$ cat src/rtl/id_ex_stage_reg_pkg.sv
// Shared widths, ALUOp encodings and the all-zero control bundle used for
// ID/EX bubbles.
package id_ex_stage_reg_pkg;

   localparam int unsigned PIPE_DATA_W  = 32;
   localparam int unsigned PIPE_ADDR_W  = 5;
   localparam int unsigned PIPE_ALUOP_W = 2;

   localparam logic [PIPE_ALUOP_W-1:0] ALUOP_MEM    = 2'b00;
   localparam logic [PIPE_ALUOP_W-1:0] ALUOP_BRANCH = 2'b01;
   localparam logic [PIPE_ALUOP_W-1:0] ALUOP_RTYPE  = 2'b10;
   localparam logic [PIPE_ALUOP_W-1:0] ALUOP_IMM    = 2'b11;

   typedef struct packed {
      logic regWrite;
      logic memtoReg;
      logic memRead;
      logic memWrite;
      logic aluSrc;
   } ctrl_t;

   // A bubble must never write the register file or memory.
   localparam ctrl_t CTRL_BUBBLE = '0;

endpackage

$ cat src/rtl/id_ex_stage_reg_load_use_detect.sv
// Combinational load-use detector: a load in ID/EX whose nonzero destination
// is read by the valid instruction currently in ID.
module id_ex_stage_reg_load_use_detect #(
   parameter int unsigned ADDR_W = 5
) (
   input  logic              exMemRead,
   input  logic              exValid,
   input  logic [ADDR_W-1:0] exRdAddr,
   input  logic              idValid,
   input  logic [ADDR_W-1:0] idRsAddr,
   input  logic [ADDR_W-1:0] idRtAddr,
   output logic              loadUse
);

   logic rdNonZero;
   logic rdMatch;

   always_comb begin
      rdNonZero = (exRdAddr != '0);
      rdMatch   = (exRdAddr == idRsAddr) | (exRdAddr == idRtAddr);
      loadUse   = exMemRead & exValid & idValid & rdNonZero & rdMatch;
   end

endmodule

$ cat src/rtl/id_ex_stage_reg.sv
// ID/EX pipeline register with load-use bubble insertion, branch flush and hold.
// Define ID_EX_PERF_CNT_EN to build the bubble/flush performance counters.
module id_ex_stage_reg
   import id_ex_stage_reg_pkg::*;
#(
   parameter int unsigned DATA_W  = PIPE_DATA_W,
   parameter int unsigned ADDR_W  = PIPE_ADDR_W,
   parameter int unsigned ALUOP_W = PIPE_ALUOP_W,
   parameter int unsigned CNT_W   = 32
) (
   input  logic               clk_i,
   input  logic               rst_i,
   input  logic               hold_i,
   input  logic               flush_i,
   input  logic               valid_i,
   input  logic [ADDR_W-1:0]  RsAddr_i,
   input  logic [ADDR_W-1:0]  RtAddr_i,
   input  logic [ADDR_W-1:0]  RdAddr_i,
   input  logic [DATA_W-1:0]  RsData_i,
   input  logic [DATA_W-1:0]  RtData_i,
   input  logic [DATA_W-1:0]  Imm_i,
   input  logic               RegWrite_i,
   input  logic               MemtoReg_i,
   input  logic               MemRead_i,
   input  logic               MemWrite_i,
   input  logic               ALUSrc_i,
   input  logic [ALUOP_W-1:0] ALUOp_i,
   output logic               ID_EX_Valid_o,
   output logic [ADDR_W-1:0]  ID_EX_RsAddr_o,
   output logic [ADDR_W-1:0]  ID_EX_RtAddr_o,
   output logic [ADDR_W-1:0]  ID_EX_RdAddr_o,
   output logic [DATA_W-1:0]  ID_EX_RsData_o,
   output logic [DATA_W-1:0]  ID_EX_RtData_o,
   output logic [DATA_W-1:0]  ID_EX_Imm_o,
   output logic               ID_EX_RegWrite_o,
   output logic               ID_EX_MemtoReg_o,
   output logic               ID_EX_MemRead_o,
   output logic               ID_EX_MemWrite_o,
   output logic               ID_EX_ALUSrc_o,
   output logic [ALUOP_W-1:0] ID_EX_ALUOp_o,
   output logic               stall_o,
   output logic [CNT_W-1:0]   bubble_cnt_o,
   output logic [CNT_W-1:0]   flush_cnt_o
);

   ctrl_t ctrl_q;
   logic  flushPend_q;
   logic  loadUse;
   logic  takeFlush;
   logic  takeLoadUse;

   id_ex_stage_reg_load_use_detect #(
      .ADDR_W (ADDR_W)
   ) u_loadUseDetect (
      .exMemRead (ctrl_q.memRead),
      .exValid   (ID_EX_Valid_o),
      .exRdAddr  (ID_EX_RdAddr_o),
      .idValid   (valid_i),
      .idRsAddr  (RsAddr_i),
      .idRtAddr  (RtAddr_i),
      .loadUse   (loadUse)
   );

   always_comb begin
      takeFlush   = ~hold_i & (flush_i | flushPend_q);
      takeLoadUse = ~hold_i & ~takeFlush & loadUse;
      // A pending or current flush kills the ID instruction, so no need to stall it.
      stall_o     = ~rst_i & (hold_i | (loadUse & ~flush_i & ~flushPend_q));
   end

   always_ff @(posedge clk_i) begin
      if (rst_i) begin
         ID_EX_Valid_o  <= 1'b0;
         ID_EX_RsAddr_o <= '0;
         ID_EX_RtAddr_o <= '0;
         ID_EX_RdAddr_o <= '0;
         ID_EX_RsData_o <= '0;
         ID_EX_RtData_o <= '0;
         ID_EX_Imm_o    <= '0;
         ctrl_q         <= CTRL_BUBBLE;
         ID_EX_ALUOp_o  <= '0;
         flushPend_q    <= 1'b0;
      end else if (hold_i) begin
         if (flush_i) begin
            flushPend_q <= 1'b1;
         end
      end else if (takeFlush || takeLoadUse) begin
         ID_EX_Valid_o  <= 1'b0;
         ID_EX_RsAddr_o <= '0;
         ID_EX_RtAddr_o <= '0;
         ID_EX_RdAddr_o <= '0;
         ID_EX_RsData_o <= '0;
         ID_EX_RtData_o <= '0;
         ID_EX_Imm_o    <= '0;
         ctrl_q         <= CTRL_BUBBLE;
         ID_EX_ALUOp_o  <= '0;
         flushPend_q    <= 1'b0;
      end else begin
         ID_EX_Valid_o  <= valid_i;
         ID_EX_RsAddr_o <= RsAddr_i;
         ID_EX_RtAddr_o <= RtAddr_i;
         ID_EX_RdAddr_o <= RdAddr_i;
         ID_EX_RsData_o <= RsData_i;
         ID_EX_RtData_o <= RtData_i;
         ID_EX_Imm_o    <= Imm_i;
         ctrl_q         <= '{regWrite: RegWrite_i, memtoReg: MemtoReg_i, memRead: MemRead_i,
                             memWrite: MemWrite_i, aluSrc: ALUSrc_i};
         ID_EX_ALUOp_o  <= ALUOp_i;
      end
   end

   assign ID_EX_RegWrite_o = ctrl_q.regWrite;
   assign ID_EX_MemtoReg_o = ctrl_q.memtoReg;
   assign ID_EX_MemRead_o  = ctrl_q.memRead;
   assign ID_EX_MemWrite_o = ctrl_q.memWrite;
   assign ID_EX_ALUSrc_o   = ctrl_q.aluSrc;

`ifdef ID_EX_PERF_CNT_EN
   logic [CNT_W-1:0] bubbleCnt_q;
   logic [CNT_W-1:0] flushCnt_q;

   always_ff @(posedge clk_i) begin
      if (rst_i) begin
         bubbleCnt_q <= '0;
         flushCnt_q  <= '0;
      end else if (takeFlush) begin
         flushCnt_q <= flushCnt_q + 1'b1;
      end else if (takeLoadUse) begin
         bubbleCnt_q <= bubbleCnt_q + 1'b1;
      end
   end

   assign bubble_cnt_o = bubbleCnt_q;
   assign flush_cnt_o  = flushCnt_q;
`else
   assign bubble_cnt_o = '0;
   assign flush_cnt_o  = '0;
`endif

endmodule
$ cat config.mk
export PLATFORM = sky130hd
export DESIGN_NAME = id_ex_stage_reg
export DESIGN_NICKNAME = d
export VERILOG_FILES = /design/src/rtl/id_ex_stage_reg_pkg.sv /design/src/rtl/id_ex_stage_reg_load_use_detect.sv /design/src/rtl/id_ex_stage_reg.sv
export SDC_FILE = /design/constraint.sdc
export NUM_CORES = 1
export LEC_CHECK = 0
export CAP_MARGIN = 20
export CORE_MARGIN = 3
export CORE_UTILIZATION = 42
export CTS_CLUSTER_DIAMETER = 200
export CTS_CLUSTER_SIZE = 40
export DETAILED_ROUTE_END_ITERATION = 16
export HOLD_SLACK_MARGIN = 0.05
export MAX_ROUTING_LAYER = met4
export PLACE_DENSITY = 0.87
export SLEW_MARGIN = 10
export SYNTH_ARGS = -nofsm -noshare
export SYNTH_HDL_FRONTEND = slang
export SYNTH_SLANG_ARGS = --single-unit
$ cat constraint.sdc
create_clock -name clk_i -period 3.4 [get_ports clk_i]
set_input_delay 0.68 -clock clk_i [delete_from_list [all_inputs] [get_ports clk_i]]
set_output_delay 0.68 -clock clk_i [all_outputs]
set_load 0.05 [all_outputs]
==> metrics.md, run 1 <==
| Metric | Value |
|---|---|
| Outcome | `finished, final reports clean` |
| Worst-path fanout max | `5` |
| Clk sinks | `120` |
| Num rows | `41` |
| Core Box Area | `12,700 sq um` |
| Root buffer cell | `clkbuf_16` |
| Synth cell count leaders | `121 x nand2_1, 120 x dfxtp_1, 119 x a32oi_1, 119 x o21ai_1, 64 x buf_4` |
| Die W | `120 um` |
| Leading area contributor after synthesis | `dfxtp_1` |
| Die footprint | `14,400 sq um` |
| Non-filler cells, final | `1,021` |
| Fin util | `66.0%` |
| Fmax | `356 MHz` |
| Worst Reg2Reg Path Length in Cells | `5` |
| Initial Utilization | `43.2%` |
| Setup TNS | `0 ns` |
| Dpl cell area | `7770 sq um` |
| Most used routing layer | `met2` |
| I/O pins | `307` |
| Reg2reg end | `ID_EX_RtData_o[6]` |
| Die height | `120 um` |
| Req. time, crit path | `2.72 ns` |
| Startpoint types | `register` |
| Post-synth EDFFs | `0` |
| Fin nets | `960` |
| Delay-heaviest family, CP | `simple AND/OR/NAND/NOR gates` |
| Critical path depth | `5` |
| Via Count | `5,440` |
| Slew Limit Headroom | `51.2%` |
| Arr. time, crit path | `2.13 ns` |
| Final GP Congestion | `0.767` |
| Router iterations before antenna repair | `5` |
| P_leak | `2.95 nW` |
| Synth async-reset ratio | `0%` |
| Hpwl dp | `10,700 um` |
| Routing usage on met1 | `27.5%` |
| Slowest stage delay, CP | `0.62 ns` |
| Worst-path cell chain | `or4_1, o2111ai_4, nor4_1, a21o_1, buf_12` |
| Minimum clock period | `2.81 ns` |
| DR iter-0 viols | `447` |
| Hold path start | `ID_EX_RsData_o[21]` |
| Antenna Nets Post-Route | `0` |
| Synth unique cells | `19` |
| Antenna diodes | `0` |
| I/O Buffers | `242` |
| Largest net degree at the start of global routing | `121` |
| Reg-to-Reg Start | `ID_EX_RdAddr_o[0]` |
| Cts bufs inserted | `17` |
| Tot Pwr | `0.00452 W` |
| Synthesized area per cell | `8.70 sq um` |
| Period utilisation layout | `82.6%` |
| Hold WC Path Type | `register to register` |
| Synth Flop Type | `dfxtp_1` |
| Max_cap viols | `0` |
| Buf/Inv on CP | `1` |
| Top-count cell post-synth | `nand2_1` |
| CTS resizes | `0` |
| Final Instance Area | `8360 sq um` |
| Worst hold endpoint | `ID_EX_RsData_o[21]` |
| Power density over cell area | `541 nW/um^2` |
| Area Growth Syn to Fin | `52.9%` |
| Worst-path clk slew | `0.05 ns` |
| Hold Path Depth | `2` |
| Placed cells | `990` |
| First-pass GRT wire length | `25,600 um` |
| DR DRC count | `0` |
| Post-Syn Area | `5470 sq um` |
| Flops & latches, synth | `120` |
| FF-to-FF setup slack | `1.16 ns` |
| Hold Vio Cnt, Final | `0` |
| Global Route met2 Usage | `35.1%` |
| Final WL | `16,600 um` |
| Cells after synthesis | `629` |
| Worst setup EP type | `output pin` |
| Final setup viols | `0` |
| Grt ovf | `0` |
| Yosys top cell area share | `43.9%` |
| H-tree levels | `4` |
| Critical path class | `register to output pin` |
| Initial antenna violation count | `0` |
| Post-CTS Setup Bufs | `0` |
| Layout cells sized above 1 | `5.54%` |
| Seq/Total Area, Yosys | `43.9%` |
| Hold-fix buffers at CTS | `0` |
| Worst path slowest cell | `or4_1` |
| YS warnings | `0` |
| DR WL/cell | `16.3 um` |
| Vias in the first global route | `5,086` |
| Met3 usage | `7.02%` |
| Skew final | `0.00784 ns` |
| Worst-margin pin slew | `0.726 ns` |
| CTS tree | `done` |
| Vias/cell | `5.33` |
| Final Max Slew Viols | `0` |
| Total GRT Usage | `22.5%` |
| Peak VDD IR | `0.000355 V` |
| Skew-Pair Late Insertion Delay | `0.41 ns` |
| RSZ-0062 raised after global routing | `false` |
| Clock Tree Buf Depth | `2` |
| Synth top area cells | `dfxtp_1 44%, a32oi_1 19%, o21ai_1 11%` |
## power breakdown
| group | internal [W] | switching [W] | total, W |
|---|---|---|---|
| clock network | 0.00120 | 0.000612 | 0.00181 |
| registers | 0.00151 | 0.0000648 | 0.00158 |
| logic | 0.000383 | 0.000752 | 0.00114 |
## worst register-to-register path, delay by kind of cell, from the launching register on
kind            cells  cell delay [ns]
flops               1             0.37
buf+inv             1             0.46
simple gates        1             0.62
compound gates      3             0.71
## cell families (layout without fill, tap and decap cells)
family / after synthesis / in the layout / synth area share, %
simple gates: 127 / 127 / 8.97
compound gates: 242 / 242 / 30.6
buf+inv: 129 / 286 / 14.8
xor+xnor: 10 / 10 / 1.60
other cells: 1 / 64 / 0.0686
flops: 120 / 120 / 43.9
## metrics by stage
stage	setup WS, ns	hold slack (ns)
floorplan	0.655	0.463
global placement	0.586	0.450
detailed placement	0.573	0.459
CTS	0.550	0.473
global route	0.503	0.494
finish	0.593	0.470
## final cells by class
| class | instances | area (sq um) |
|---|---|---|
| timing repair buffer | 255 | 2620 |
| multi-input combinational | 443 | 2530 |
| fill | 1020 | 4310 |
| clock inverter | 9 | 123 |
| clock buffer | 22 | 474 |
| tap | 172 | 215 |
| sequential | 120 | 2400 |
## state kept, by name, indices dropped and copies added, names as in the netlist
name,cells
ID_EX_RsData_o,32
ID_EX_MemWrite_o,1
ID_EX_RtData_o,32
ID_EX_ALUSrc_o,1
ID_EX_Imm_o,32
ID_EX_RegWrite_o,1
ID_EX_RtAddr_o,5
ID_EX_MemRead_o,1
ID_EX_RsAddr_o,5
ID_EX_ALUOp_o,2
flushPend_q,1
ID_EX_RdAddr_o,5
ID_EX_Valid_o,1
ID_EX_MemtoReg_o,1
## per-layer routing
metal / vias up / part of all wire (%)
met5: - / 0
met4: 0 / 2.0
met3: 30 / 7.9
met2: 240 / 48
met1: 2537 / 42
li1: 2633 / -
## cell usage in the layout, fill, tap and decap left out, types with 2 or more instances in the layout
cell             instances
xnor2_1                 10
dfxtp_1                120
clkbuf_8                 3
clkinv_2                 5
nand3_1                  2
clkbuf_16               17
conb_1                  64
clkdlybuf4s50_1        241
nand2_1                121
a32oi_1                119
o21ai_1                119
bufinv_16                3
clkbuf_1                 2
buf_4                    6
buf_12                   8
## worst max path at each step
stage	from	endpoint
floorplan	ID_EX_RdAddr_o[4]	stall_o
global placement	RsAddr_i[4]	stall_o
detailed placement	RsAddr_i[4]	stall_o
CTS	ID_EX_RdAddr_o[0]	stall_o
global route	RsAddr_i[4]	stall_o
finish	ID_EX_RdAddr_o[0]	stall_o
No activity file was read; power rests on OpenSTA's default activity.
==> run 2: changes to the inputs <==
--- a/config.mk
+++ b/config.mk
@@ -7,13 +7,13 @@
 export LEC_CHECK = 0
 export CAP_MARGIN = 20
 export CORE_MARGIN = 3
-export CORE_UTILIZATION = 42
+export CORE_UTILIZATION = 35
 export CTS_CLUSTER_DIAMETER = 200
 export CTS_CLUSTER_SIZE = 40
 export DETAILED_ROUTE_END_ITERATION = 16
 export HOLD_SLACK_MARGIN = 0.05
 export MAX_ROUTING_LAYER = met4
-export PLACE_DENSITY = 0.87
+export PLACE_DENSITY = 0.77
 export SLEW_MARGIN = 10
 export SYNTH_ARGS = -nofsm -noshare
 export SYNTH_HDL_FRONTEND = slang
==> constraint.sdc (replaced) <==
create_clock -name clk_i -period 2.25 [get_ports clk_i]
set_input_delay 0.45 -clock clk_i [delete_from_list [all_inputs] [get_ports clk_i]]
set_output_delay 0.45 -clock clk_i [all_outputs]
set_load 0.05 [all_outputs]
==> run 2 against run 1 <==
Effect of this change: the flow now finishes with violations (negative setup slack); critical path depth stayed put; worst setup slack worse by 0.74 ns; total power increased by 56%; hold slack improved by 0.0027 ns; via count decreased by 0.29%; first-iteration DRC count shrank 24%; utilization fell by 9.8 points; die area up 19%; clock power increased by 62%; critical path type unchanged.
==> metrics.md, run 2 (same netlist as run 1, synthesis figures left out) <==
| Metric | Value |
|---|---|
| Hold path start | `ID_EX_RtData_o[18]` |
| Largest net degree at the start of global routing | `113` |
| Slew Limit Headroom | `63.1%` |
| Final setup viols | `1` |
| Initial antenna violation count | `0` |
| Gate power share | `24.7%` |
| Arr. time, crit path | `1.95 ns` |
| Via Count | `5,424` |
| Regs by FF count | `ID_EX_Imm_o x32, ID_EX_RsData_o x32, ID_EX_RtData_o x32` |
| Router iterations before antenna repair | `4` |
| Period utilisation layout | `107%` |
| Final Max Slew Viols | `0` |
| CTS tree | `done` |
| Pre-CTS setup slack | `-0.0797 ns` |
| Initial Utilization | `35.9%` |
| Skew final | `0.00832 ns` |
| Req. time, crit path | `1.80 ns` |
| Layout cells sized above 1 | `8.23%` |
| Dpl cell area | `7910 sq um` |
| Fin nets | `973` |
| I/O pins | `307` |
| Antenna Nets Post-Route | `0` |
| Most frequent cells in the layout | `241 x clkdlybuf4s50_1, 121 x nand2_1, 119 x a32oi_1, 119 x o21ai_1, 115 x dfxtp_1` |
| Reg-to-Reg Start | `ID_EX_RdAddr_o[3]` |
| Outcome | `finished with violations` |
| Peak VDD IR | `0.000428 V` |
| Setup slack after layout | `-0.152 ns` |
| DR DRC count | `0` |
| DR WL/cell | `15.9 um` |
| Setup TNS | `-0.152 ns` |
| I/O Buffers | `242` |
| Filler instances | `1,352` |
| Hpwl dp | `11,400 um` |
| Clock Power Share | `41.6%` |
| Die height | `131 um` |
| Die W | `131 um` |
| Worst-path fanout max | `2` |
| Total GRT Usage | `19.1%` |
| Vias/cell | `5.05` |
| Grt ovf | `0` |
| Antenna diodes | `0` |
| Max_cap viols | `0` |
| Final WL | `17,100 um` |
| RSZ-0062 raised after global routing | `true` |
| Critical path class | `register to output pin` |
| Minimum clock period | `2.40 ns` |
| Area Growth Syn to Fin | `56.7%` |
| Die footprint | `17,200 sq um` |
| H-tree levels | `4` |
| Launch point of the worst path | `ID_EX_RdAddr_o[3]` |
| Num rows | `45` |
| Vias in the first global route | `4,911` |
| DR iter-0 viols | `339` |
| Power density over cell area | `822 nW/um^2` |
| Sw frac | `32.3%` |
| First-pass GRT wire length | `25,300 um` |
| Seq pwr share | `33.7%` |
| Clock Tree Buf Depth | `2` |
| Final Instance Area | `8570 sq um` |
| Fmax | `416 MHz` |
| Most common cell after layout, fill and taps aside | `clkdlybuf4s50_1` |
| Core Box Area | `15,300 sq um` |
| Worst-path clk slew | `0.06 ns` |
| Final GP Congestion | `0.771` |
| Worst-margin pin slew | `0.552 ns` |
| P_leak | `3.03 nW` |
| Internal | `0.00477 W` |
| Violated checks | `negative setup slack` |
| Worst setup EP type | `output pin` |
| Root buffer cell | `clkbuf_16` |
| Hold Vio Cnt, Final | `0` |
| Switching power | `0.00228 W` |
| Cts bufs inserted | `17` |
| Hold WC Path Type | `register to register` |
| Startpoint types | `register` |
| Skew-Pair Late Insertion Delay | `0.41 ns` |
| Clk sinks | `120` |
[run 2: cell types whose count changed in the layout (fill, tap and decap cells not counted), sizes merged]
cell      change
buf          +13
bufinv        +1
clkbuf        -4
clkinv        -1
clkinvlp      +2
inv           +3
[run 2: what timing repair did]
| action | 4_1_cts | 5_1_grt |
|---|---|---|
| hold buffers | 0 | 0 |
| pin swaps | 3 | 1 |
| setup buffers | 2 | 0 |
| endpoints found under the setup margin | 1 | 1 |
| gates resized for setup | 4 | 0 |
[run 2: power groups by stage]
stage          Clock, W  Combinational (W)  Sequential [W]
2_1_floorplan         0           0.000610         0.00295
3_3_place_gp          0            0.00171         0.00242
3_5_place_dp          0            0.00173         0.00242
4_1_cts         0.00299            0.00174         0.00238
5_1_grt         0.00310            0.00182         0.00239
6_report        0.00293            0.00174         0.00238
[run 2: final cells by class]
type,instances,area [sq um],share of cell area (%)
clock buffers,18,439,5.12
clock inverters,14,196,2.29
multi-input cells,443,2540,29.7
flip-flops and latches,120,2410,28.2
well taps,211,264,3.08
repair buffers,268,2720,31.7
[run 2: metal layers]
metal	vias to the layer above	global-route usage (%)	routed length (um)
li1	2662	-	-
met1	2510	23.7	7220
met2	232	28.8	8070
met3	20	5.89	1500
met4	0	7.62	299
met5	-	-	0
[run 2: final timing paths]
check	endpoint	cells past startpoint	slack, ns
setup / recovery	stall_o	5	-0.15
hold / removal	ID_EX_RtData_o[18]	2	0.47
setup reg to reg	ID_EX_Imm_o[14]	6	0.29
hold reg to reg	ID_EX_RtData_o[18]	2	0.47
[run 2: critical path, cell delays in order (launching register included)]
cell and delay, ns:
dfxtp_4 0.34, or4_4 0.55, o2111ai_4 0.24, nor4_2 0.06, a21o_2 0.21, buf_12 0.15
[run 2: through the flow]
stage                     instances  util [%]  hold slack [ns]  total power, W
after global routing           1074      56.2            0.488         0.00731
after global placement         1040      51.8            0.451         0.00413
after floorplan                 692         -            0.463         0.00356
final                          1074      56.2            0.473         0.00705
after CTS                      1074      56.2            0.473         0.00711
after detailed placement       1040      51.8            0.459         0.00415
